## config.mk

```make
export PLATFORM = sky130hd
export DESIGN_NAME = uarch_rst_seq
export DESIGN_NICKNAME = d
export VERILOG_FILES = /design/src/rtl/uarch_rst_seq.sv
export SDC_FILE = /design/constraint.sdc
export NUM_CORES = 1
export LEC_CHECK = 0
export CORE_ASPECT_RATIO = 1.1
export CORE_MARGIN = 2
export CORE_UTILIZATION = 50
export CTS_BUF_LIST = sky130_fd_sc_hd__clkbuf_2 sky130_fd_sc_hd__clkbuf_4 sky130_fd_sc_hd__clkbuf_8
export CTS_CLUSTER_SIZE = 10
export DETAILED_ROUTE_END_ITERATION = 12
export GPL_TIMING_DRIVEN = 0
export PLACE_DENSITY_LB_ADDON = 0.2
export SLEW_MARGIN = 20
export SYNTH_ARGS = -nofsm -noshare
export SYNTH_HDL_FRONTEND = slang
export SYNTH_SLANG_ARGS = --single-unit
```

## constraint.sdc

```tcl
create_clock -name clk_i -period 1.9 [get_ports clk_i]
set_input_delay 0.285 -clock clk_i [delete_from_list [all_inputs] [get_ports clk_i]]
set_output_delay 0.285 -clock clk_i [all_outputs]
set_load 0.01 [all_outputs]
```

## src/rtl/uarch_rst_seq.sv

```systemverilog
// Staggered per-domain microarchitectural reset sequencer driven by the fence.t flush request.
// Latency: fixed PAD_CYCLES from start to done with UARCH_RST_PAD_EN; otherwise hold + NR_DOMAINS*STAGGER_CYCLES + 1.
// No backpressure: the request is edge-triggered, and falling edges seen outside IDLE are dropped.
module uarch_rst_seq #(
  parameter int NR_DOMAINS     = 4,
  parameter int HOLD_CYCLES    = 4,
  parameter int STAGGER_CYCLES = 2,
  parameter int PAD_CYCLES     = 64
) (
  input  logic                  clk_i,
  input  logic                  rst_i,
  input  logic                  rst_uarch_ni,
  input  logic [NR_DOMAINS-1:0] domain_mask_i,
  output logic [NR_DOMAINS-1:0] domain_rst_no,
  output logic                  busy_o,
  output logic                  done_o,
  output logic                  pad_overrun_o,
  input  logic                  pad_overrun_clr_i
);

  localparam int HOLD_W = $clog2(HOLD_CYCLES + 1);
  localparam int STG_W  = $clog2(STAGGER_CYCLES + 1);
  localparam int IDX_W  = $clog2(NR_DOMAINS + 1);

  localparam logic [HOLD_W-1:0] HOLD_MAX  = HOLD_W'(HOLD_CYCLES);
  localparam logic [STG_W-1:0]  STG_LAST  = STG_W'(STAGGER_CYCLES - 1);
  localparam logic [IDX_W-1:0]  IDX_LAST  = IDX_W'(NR_DOMAINS - 1);

  typedef enum logic [2:0] {
    IDLE    = 3'd0,
    ASSERT  = 3'd1,
    RELEASE = 3'd2,
    PAD     = 3'd3,
    DONE    = 3'd4
  } state_t;

  state_t                  state_q, state_n;
  logic                    req_q;
  logic [NR_DOMAINS-1:0]   mask_q, mask_n;
  logic [HOLD_W-1:0]       hold_q, hold_n;
  logic [STG_W-1:0]        stg_q, stg_n;
  logic [IDX_W-1:0]        idx_q, idx_n;
  logic [NR_DOMAINS-1:0]   dom_q, dom_n;
  logic                    busy_q, busy_n;
  logic                    done_q;
  logic                    start;
  logic                    ovr_set;

  assign start = req_q & ~rst_uarch_ni;

`ifdef UARCH_RST_PAD_EN
  localparam int CYC_W = $clog2(PAD_CYCLES + 1) + 1;
  // cyc_q counts cycles since the start cycle; the DONE cycle lands on PAD_CYCLES-1.
  localparam logic [CYC_W-1:0] PAD_LAST = CYC_W'(PAD_CYCLES - 2);

  logic [CYC_W-1:0] cyc_q, cyc_n;
  logic             ovr_q;
`endif

  always_comb begin
    state_n = state_q;
    mask_n  = mask_q;
    hold_n  = hold_q;
    stg_n   = stg_q;
    idx_n   = idx_q;
    dom_n   = dom_q;
    ovr_set = 1'b0;
    unique case (state_q)
      IDLE: begin
        dom_n = '1;
        if (start) begin
          mask_n  = domain_mask_i;
          hold_n  = '0;
          dom_n   = ~domain_mask_i;
          state_n = ASSERT;
        end
      end
      ASSERT: begin
        dom_n = ~mask_q;
        if (!rst_uarch_ni) begin
          hold_n = '0;
        end else if (hold_q == HOLD_MAX) begin
          idx_n   = '0;
          stg_n   = '0;
          state_n = RELEASE;
        end else begin
          hold_n = hold_q + HOLD_W'(1);
        end
      end
      RELEASE: begin
        // Masked-off domains still burn their slot so timing never depends on the mask.
        if (stg_q == STG_LAST) begin
          stg_n = '0;
          idx_n = idx_q + IDX_W'(1);
          for (int i = 0; i < NR_DOMAINS; i++) begin
            if (idx_q == IDX_W'(i)) dom_n[i] = 1'b1;
          end
          if (idx_q == IDX_LAST) begin
`ifdef UARCH_RST_PAD_EN
            state_n = PAD;
`else
            state_n = DONE;
`endif
          end
        end else begin
          stg_n = stg_q + STG_W'(1);
        end
      end
`ifdef UARCH_RST_PAD_EN
      PAD: begin
        if (cyc_q >= PAD_LAST) begin
          state_n = DONE;
          ovr_set = (cyc_q > PAD_LAST);
        end
      end
`endif
      DONE: begin
        dom_n   = '1;
        state_n = IDLE;
      end
      default: begin
        dom_n   = '1;
        state_n = IDLE;
      end
    endcase
  end

  assign busy_n = (state_n == ASSERT) || (state_n == RELEASE) || (state_n == PAD);

  always_ff @(posedge clk_i or posedge rst_i) begin
    if (rst_i) begin
      state_q <= IDLE;
      req_q   <= 1'b0;
      mask_q  <= '0;
      hold_q  <= '0;
      stg_q   <= '0;
      idx_q   <= '0;
      dom_q   <= '1;
      busy_q  <= 1'b0;
      done_q  <= 1'b0;
    end else begin
      state_q <= state_n;
      req_q   <= rst_uarch_ni;
      mask_q  <= mask_n;
      hold_q  <= hold_n;
      stg_q   <= stg_n;
      idx_q   <= idx_n;
      dom_q   <= dom_n;
      busy_q  <= busy_n;
      done_q  <= (state_n == DONE);
    end
  end

`ifdef UARCH_RST_PAD_EN
  always_comb begin
    cyc_n = cyc_q;
    if (state_q == IDLE) begin
      if (start) cyc_n = CYC_W'(1);
    end else if (busy_q) begin
      if (cyc_q != '1) cyc_n = cyc_q + CYC_W'(1);
    end
  end

  always_ff @(posedge clk_i or posedge rst_i) begin
    if (rst_i) begin
      cyc_q <= '0;
      ovr_q <= 1'b0;
    end else begin
      cyc_q <= cyc_n;
      // Set beats clear so a late overrun is never lost.
      if (ovr_set)                ovr_q <= 1'b1;
      else if (pad_overrun_clr_i) ovr_q <= 1'b0;
    end
  end

  assign pad_overrun_o = ovr_q;
`else
  logic unused_ovr;
  assign unused_ovr    = pad_overrun_clr_i | ovr_set;
  assign pad_overrun_o = 1'b0;
`endif

  assign domain_rst_no = dom_q;
  assign busy_o        = busy_q;
  assign done_o        = done_q;

endmodule
```

==> results.sh, run 1 <==
export IMPL_status="complete, no violations"
export IMPL_pwr_share_comb_pct=40.5
export IMPL_fmax_mhz=597
export IMPL_ys_types=42
export IMPL_clkPwrFrac_pct=14.5
export IMPL_via_per_inst=5.59
export IMPL_cts_htree_levels=1
export IMPL_slowest_stage="dfstp_2"
export IMPL_hpwlAfterDp_mm=1.71
export IMPL_die_h_um=54.8
export IMPL_start_util_pct=52.7
export IMPL_drtIter0Drc=7
export IMPL_netSwitchingFraction_pct=32.5
export IMPL_ctsRootBufferMaster="clkbuf_4"
export IMPL_fillers=184
export IMPL_cts_path_max_buffers=2
export IMPL_finalHoldViolCount=0
export IMPL_slew_headroom_pct=44.5
export IMPL_tritoncts="built"
export IMPL_yosysSeqAreaShare_pct=47.3
export IMPL_insertion_delay_ns=0.31
export IMPL_synth_async_reset_ratio_pct=100
export IMPL_cts_resized=0
export IMPL_ios=15
export IMPL_place_congestion=0.743
export IMPL_seq_power_share_pct=45.0
export IMPL_antenna_found_initial=0
export IMPL_finalClockSkew_ns=0.00439
export IMPL_use_met3_pct=2.73
export IMPL_fin_tns_setup_ns=0
export IMPL_area_delta_synth_final_pct=16.0
export IMPL_cpPeakStageDelay_ns=0.55
export IMPL_gr_usage_met1_pct=23.3
export IMPL_report_final_setup_viol=0
export IMPL_synth_area_um2=1170
export IMPL_dpl_cell_count=143
export IMPL_cts_buffers=3
export IMPL_synth_top_cell_by_area="dfrtp_1"
export IMPL_synth_edf_count=0
export IMPL_hold_buffers=0
export IMPL_rsz0062_at_grt="no"
export IMPL_dr_pass1_iters=2
export IMPL_hp_class="in -> async"
export IMPL_yosys_warnings=0
export IMPL_synth_area_top_cells="dfrtp_1 38%, dfstp_2 8.9%, ha_1 7.5%"
export IMPL_intPower_mw=1.09
export IMPL_final_nets=133
export IMPL_yosys_register_bits=22
export IMPL_peakVddDrop_v=0.000859
export IMPL_crit_type="reg -> out"
export IMPL_overflow=0
export IMPL_totalWireLength_mm=2.35
export IMPL_fp_dieW_um=50.2
export IMPL_cts_setup_buffers=0
export IMPL_synth_common_cells="18 x dfrtp_1, 7 x ha_1, 7 x inv_1"
export IMPL_max_cap_violations=0
export IMPL_p_sw_uw=526
export IMPL_synth_nets=116
export IMPL_grt_pass1_wl_mm=3.84
export IMPL_power_density_nw_per_um2=1190
export IMPL_crit_path_start_kind="flip-flop"
export IMPL_finalCritPeriodShare_pct=88.1
export IMPL_worstPathArrival_ns=1.39
export IMPL_clkSlewWorstSetupHoldPaths_ns=0.12
export IMPL_postRouteAntennaNets=0
export IMPL_final_cells=147
export IMPL_critPathMaxFanout=2
export IMPL_crit_family="flip-flops"
export IMPL_grt_max_degree=23
export IMPL_num_rows=18
export IMPL_path_buf_inv=1
export IMPL_max_slew_worst_pin_slew_ns=0.831
export IMPL_final_core_util_pct=61.1
export IMPL_vias=822
export IMPL_drive_above_1_share_pct=21.4
export IMPL_io_buffers=12
export IMPL_critPathRequiredTime_ns=1.62
export IMPL_yosysMostFrequentCell="dfrtp_1"
export IMPL_period_needed_ns=1.67
export IMPL_drc=0
export IMPL_avgRoutedWirePerCell_um=16.0
export IMPL_crit_path_cell_trace="clkdlybuf4s50_1"
export IMPL_grt_pass1_vias=828
export IMPL_synth_top_area_share_pct=38.3
export IMPL_cts_num_sinks=22
export IMPL_synthFlopType="dfrtp_1"
export IMPL_p_leak_nw=0.611
export IMPL_slew_violations=0
export IMPL_avgSynthCellArea_um2=11.6
export IMPL_die_area_um2=2750
export IMPL_core_um2=2230
export IMPL_syn_inst=101
export IMPL_endpoint_kind="output port"
export IMPL_track_usage_pct=19.3
export IMPL_grt_use_met2_pct=34.0
export IMPL_grt_busiest_layer="met2"
export IMPL_diodes=0
flip-flops by register name, indices dropped and copies added (netlist names):
| signal | flops |
|---|---|
| req_q | 1 |
| state_q | 3 |
| idx_q | 3 |
| busy_o | 1 |
| hold_q | 3 |
| mask_q | 4 |
| stg_q | 2 |
| done_o | 1 |
| domain_rst_no | 4 |
area by class of cell:
type | count | area, um2 | share of cell area (%)
flip-flops and latches | 22 | 556 | 40.8
inverters | 8 | 30.0 | 2.20
plain buffers | 3 | 26.3 | 1.93
multi-input cells | 68 | 563 | 41.3
well taps | 30 | 37.5 | 2.75
repair buffers | 12 | 120 | 8.82
clock buffers | 4 | 30.0 | 2.20
final timing paths:
| path | from | endpoint | slack [ns] | cells after the start |
|---|---|---|---|---|
| worst max-delay path | domain_rst_no[1]$_DFFE_PP1P_ | domain_rst_no[1] | 0.23 | 1 |
| worst min-delay path | rst_i | mask_q[1]$_DFFE_PP0P_ | 0.43 | 2 |
| worst max register to register | state_q[2]$_DFF_PP0_ | mask_q[1]$_DFFE_PP0P_ | 0.41 | 3 |
| worst min register to register | mask_q[0]$_DFFE_PP0P_ | mask_q[0]$_DFFE_PP0P_ | 0.54 | 1 |
| max in group asynchronous | rst_i | done_o$_DFF_PP0_ | 0.96 | 2 |
| min in group clk_i | mask_q[0]$_DFFE_PP0P_ | mask_q[0]$_DFFE_PP0P_ | 0.54 | 1 |
cells by family after synthesis:
| family | synth area share [%] |
|---|---|
| flops | 47.3 |
| buf+inv | 4.79 |
| compound gates | 15.9 |
| simple gates | 18.2 |
| other cells | 0.319 |
| mux | 6.07 |
| fa+ha+maj | 7.45 |
power groups by stage:
| stage | Sequential [mW] | Combinational, mW | Clock [mW] |
|---|---|---|---|
| 2_1_floorplan | 0.738 | 0.433 | 0 |
| 3_3_place_gp | 0.728 | 0.640 | 0 |
| 3_5_place_dp | 0.740 | 0.659 | 0 |
| 4_1_cts | 0.731 | 0.662 | 0.238 |
| 5_1_grt | 0.748 | 0.718 | 0.258 |
| 6_report | 0.730 | 0.656 | 0.235 |
metal layers:
| layer | share of wire [%] | wire [um] |
|---|---|---|
| met1 | 46 | 1080 |
| met2 | 50 | 1170 |
| met3 | 2.6 | 62 |
| met4 | 1.9 | 44 |
| met5 | 0 | 0 |
through the flow:
stage                     power, mW  hold WS [ns]  worst slack (ns)  area, um2
after floorplan                1.17         0.271             0.560       1170
after global placement         1.37         0.490            0.0456       1330
after detailed placement       1.40         0.513           -0.0303       1330
after CTS                      1.63         0.461             0.213       1360
after global routing           1.72         0.492             0.178       1360
final                          1.62         0.426             0.225       1360
layout by cell type (no fill, tap or decap), types with 3 or more instances in the layout:
cell type and count:
inv_1 7, dfrtp_1 18, a31o_2 3, and2_1 3, clkdlybuf4s50_1 12, clkbuf_4 4
a211oi_1 4, a21oi_1 4, nand2_1 5, dfstp_2 4, ha_1 7, mux2_4 4
(Power assumes the default switching activity.)
==> inputs of run 2 (changes only) <==
--- a/config.mk
+++ b/config.mk
@@ -17,3 +17,4 @@
 export SYNTH_ARGS = -nofsm -noshare
 export SYNTH_HDL_FRONTEND = slang
 export SYNTH_SLANG_ARGS = --single-unit
+export TNS_END_PERCENT = 100
==> constraint.sdc (replaced) <==
create_clock -name clk_i -period 1.5 [get_ports clk_i]
set_input_delay 0.225 -clock clk_i [delete_from_list [all_inputs] [get_ports clk_i]]
set_output_delay 0.225 -clock clk_i [all_outputs]
set_load 0.01 [all_outputs]
==> run 2 against run 1 <==
Effect of this change:
- final cell count increased by 1.4%
- largest power group unchanged
- clock power increased by 25%
- global-route usage increased by 0.18 points
- core utilization increased by 1.4 points
- critical path depth increased by 4
- critical path type is now reg -> reg
- sequential power increased by 27%
- cell area increased by 2.3%
- die area unchanged
- first-iteration DRC count increased by 14%
- worst setup slack got worse by 0.16 ns
- largest cell class unchanged
- clock skew increased by 0.0048 ns
- highest routed layer unchanged
==> results.sh, run 2 (synthesis gave the netlist of run 1 again) <==
export IMPL_final_core_util_pct=62.5
export IMPL_grt_pass1_vias=828
export IMPL_ctsRootBufferMaster="clkbuf_4"
export IMPL_tritoncts="built"
export IMPL_place_congestion=0.743
export IMPL_hp_class="in -> reg"
export IMPL_start_util_pct=52.7
export IMPL_drtIter0Drc=8
export IMPL_slew_headroom_pct=43.9
export IMPL_fmax_mhz=698
export IMPL_die_h_um=54.8
export IMPL_pre_cts_ws_ns=-0.370
export IMPL_max_cap_violations=0
export IMPL_peakVddDrop_v=0.00103
export IMPL_crit_path_start_kind="flip-flop"
export IMPL_whs_ns=0.249
export IMPL_avgRoutedWirePerCell_um=16.0
export IMPL_totalWireLength_mm=2.38
export IMPL_cts_path_max_buffers=2
export IMPL_fp_dieW_um=50.2
export IMPL_p_sw_uw=674
export IMPL_finalClockSkew_ns=0.00916
export IMPL_hold_buffers=0
export IMPL_power_density_nw_per_um2=1460
export IMPL_io_buffers=12
export IMPL_vias=826
export IMPL_final_cell_mix="17 x dfrtp_1, 7 x inv_1, 7 x ha_1, 7 x clkdlybuf4s50_1, 5 x nand2_1"
export IMPL_via_per_inst=5.54
export IMPL_seq_power_share_pct=45.5
export IMPL_whs_path_depth=1
export IMPL_num_rows=18
export IMPL_reg2regPathDepth=5
export IMPL_final_common_cell="dfrtp_1"
export IMPL_clkSlewWorstSetupHoldPaths_ns=0.12
export IMPL_track_usage_pct=19.5
export IMPL_ios=15
export IMPL_netSwitchingFraction_pct=33.2
export IMPL_critPathMaxFanout=4
export IMPL_report_final_setup_viol=0
export IMPL_rsz0062_at_grt="no"
export IMPL_core_um2=2230
export IMPL_grt_pass1_wl_mm=3.87
export IMPL_power_total_mw=2.03
export IMPL_drc=0
export IMPL_grt_max_degree=23
export IMPL_endpoint_kind="flip-flop"
export IMPL_final_nets=135
export IMPL_critPathRequiredTime_ns=1.74
export IMPL_postRouteAntennaNets=0
export IMPL_cts_buffers=3
export IMPL_overflow=0
export IMPL_area_delta_synth_final_pct=18.6
export IMPL_die_area_um2=2750
export IMPL_crit_type="reg -> reg"
export IMPL_finalCritPeriodShare_pct=95.5
export IMPL_antenna_found_initial=0
export IMPL_cts_htree_levels=1
export IMPL_clkPwrFrac_pct=14.5
export IMPL_worstPathArrival_ns=1.67
export IMPL_max_slew_worst_pin_slew_ns=0.841
export IMPL_status="complete, no violations"
export IMPL_postPlaceCellArea_um2=1330
export IMPL_intPower_mw=1.36
export IMPL_hpwlAfterDp_mm=1.71
export IMPL_slew_violations=0
export IMPL_period_needed_ns=1.43
export IMPL_insertion_delay_ns=0.31
export IMPL_drive_above_1_share_pct=26.1
export IMPL_finalHoldViolCount=0
export IMPL_dr_pass1_iters=4
export IMPL_p_leak_nw=0.633
export IMPL_cts_num_sinks=22
export IMPL_pwr_share_comb_pct=40.0
export IMPL_setup_ws_ns=0.0668
export IMPL_design_area_um2=1390
export IMPL_diodes=0
[run 2: cell count changes in the layout (fill, tap and decap cells not counted), sizes merged]
| cell | before | now |
|---|---|---|
| dlygate4sd2 | 0 | 4 |
| clkdlybuf4s50 | 12 | 7 |
| dlymetal6s2s | 0 | 1 |
| buf | 3 | 5 |
[run 2: layer usage]
metal,share of wire (%),track usage [%]
met1,47,23.5
met3,2.5,2.73
met4,2.0,9.72
met5,0,0
met2,49,34.4
[run 2: worst paths after layout]
| check | start | endpoint | slack [ns] |
|---|---|---|---|
| max | idx_q[0]$_DFFE_PP0P_ | domain_rst_no[3]$_DFFE_PP1P_ | 0.07 |
| max in group asynchronous | rst_i | state_q[2]$_DFF_PP0_ | 0.54 |
| min reg2reg | mask_q[0]$_DFFE_PP0P_ | mask_q[0]$_DFFE_PP0P_ | 0.54 |
| min in group asynchronous | rst_i | mask_q[3]$_DFFE_PP0P_ | 0.37 |
| min | rst_uarch_ni | req_q$_DFF_PP0_ | 0.25 |
| max reg2reg | idx_q[0]$_DFFE_PP0P_ | domain_rst_no[3]$_DFFE_PP1P_ | 0.07 |
[run 2: cell type report]
type / count / area (um2)
Multi-Input combinational cell: 68 / 581
Clock buffer: 4 / 30.0
Buffer: 3 / 26.3
Fill cell: 177 / 836
Timing Repair Buffer: 14 / 133
Inverter: 8 / 30.0
Tap cell: 30 / 37.5
Sequential cell: 22 / 557
[run 2: what timing repair did]
action	in CTS	in global routing
resized for setup	6	4
endpoints found under the setup margin	8	4
setup buffers	0	2
pin swaps	0	1
[run 2: power by group through the flow]
stage,clock (mW),sequential (mW),combinational (mW)
4_1_cts,0.302,0.926,0.809
5_1_grt,0.327,0.950,0.890
2_1_floorplan,0,0.935,0.549
3_5_place_dp,0,0.937,0.835
6_report,0.294,0.924,0.811
3_3_place_gp,0,0.922,0.811
[run 2: metrics by stage]
stage	std cells	setup TNS (ns)
3_5_place_dp	143	-2.56
5_1_grt	149	0
2_1_floorplan	101	0
3_3_place_gp	143	-1.79
6_report	149	0
4_1_cts	147	0
[run 2: critical path, cell delays in order, from the launching register on]
cell and delay, ns:
dfrtp_1 0.44, ha_1 0.22, ha_1 0.18, nand3b_1 0.12, nand2_2 0.09, mux2_1 0.32
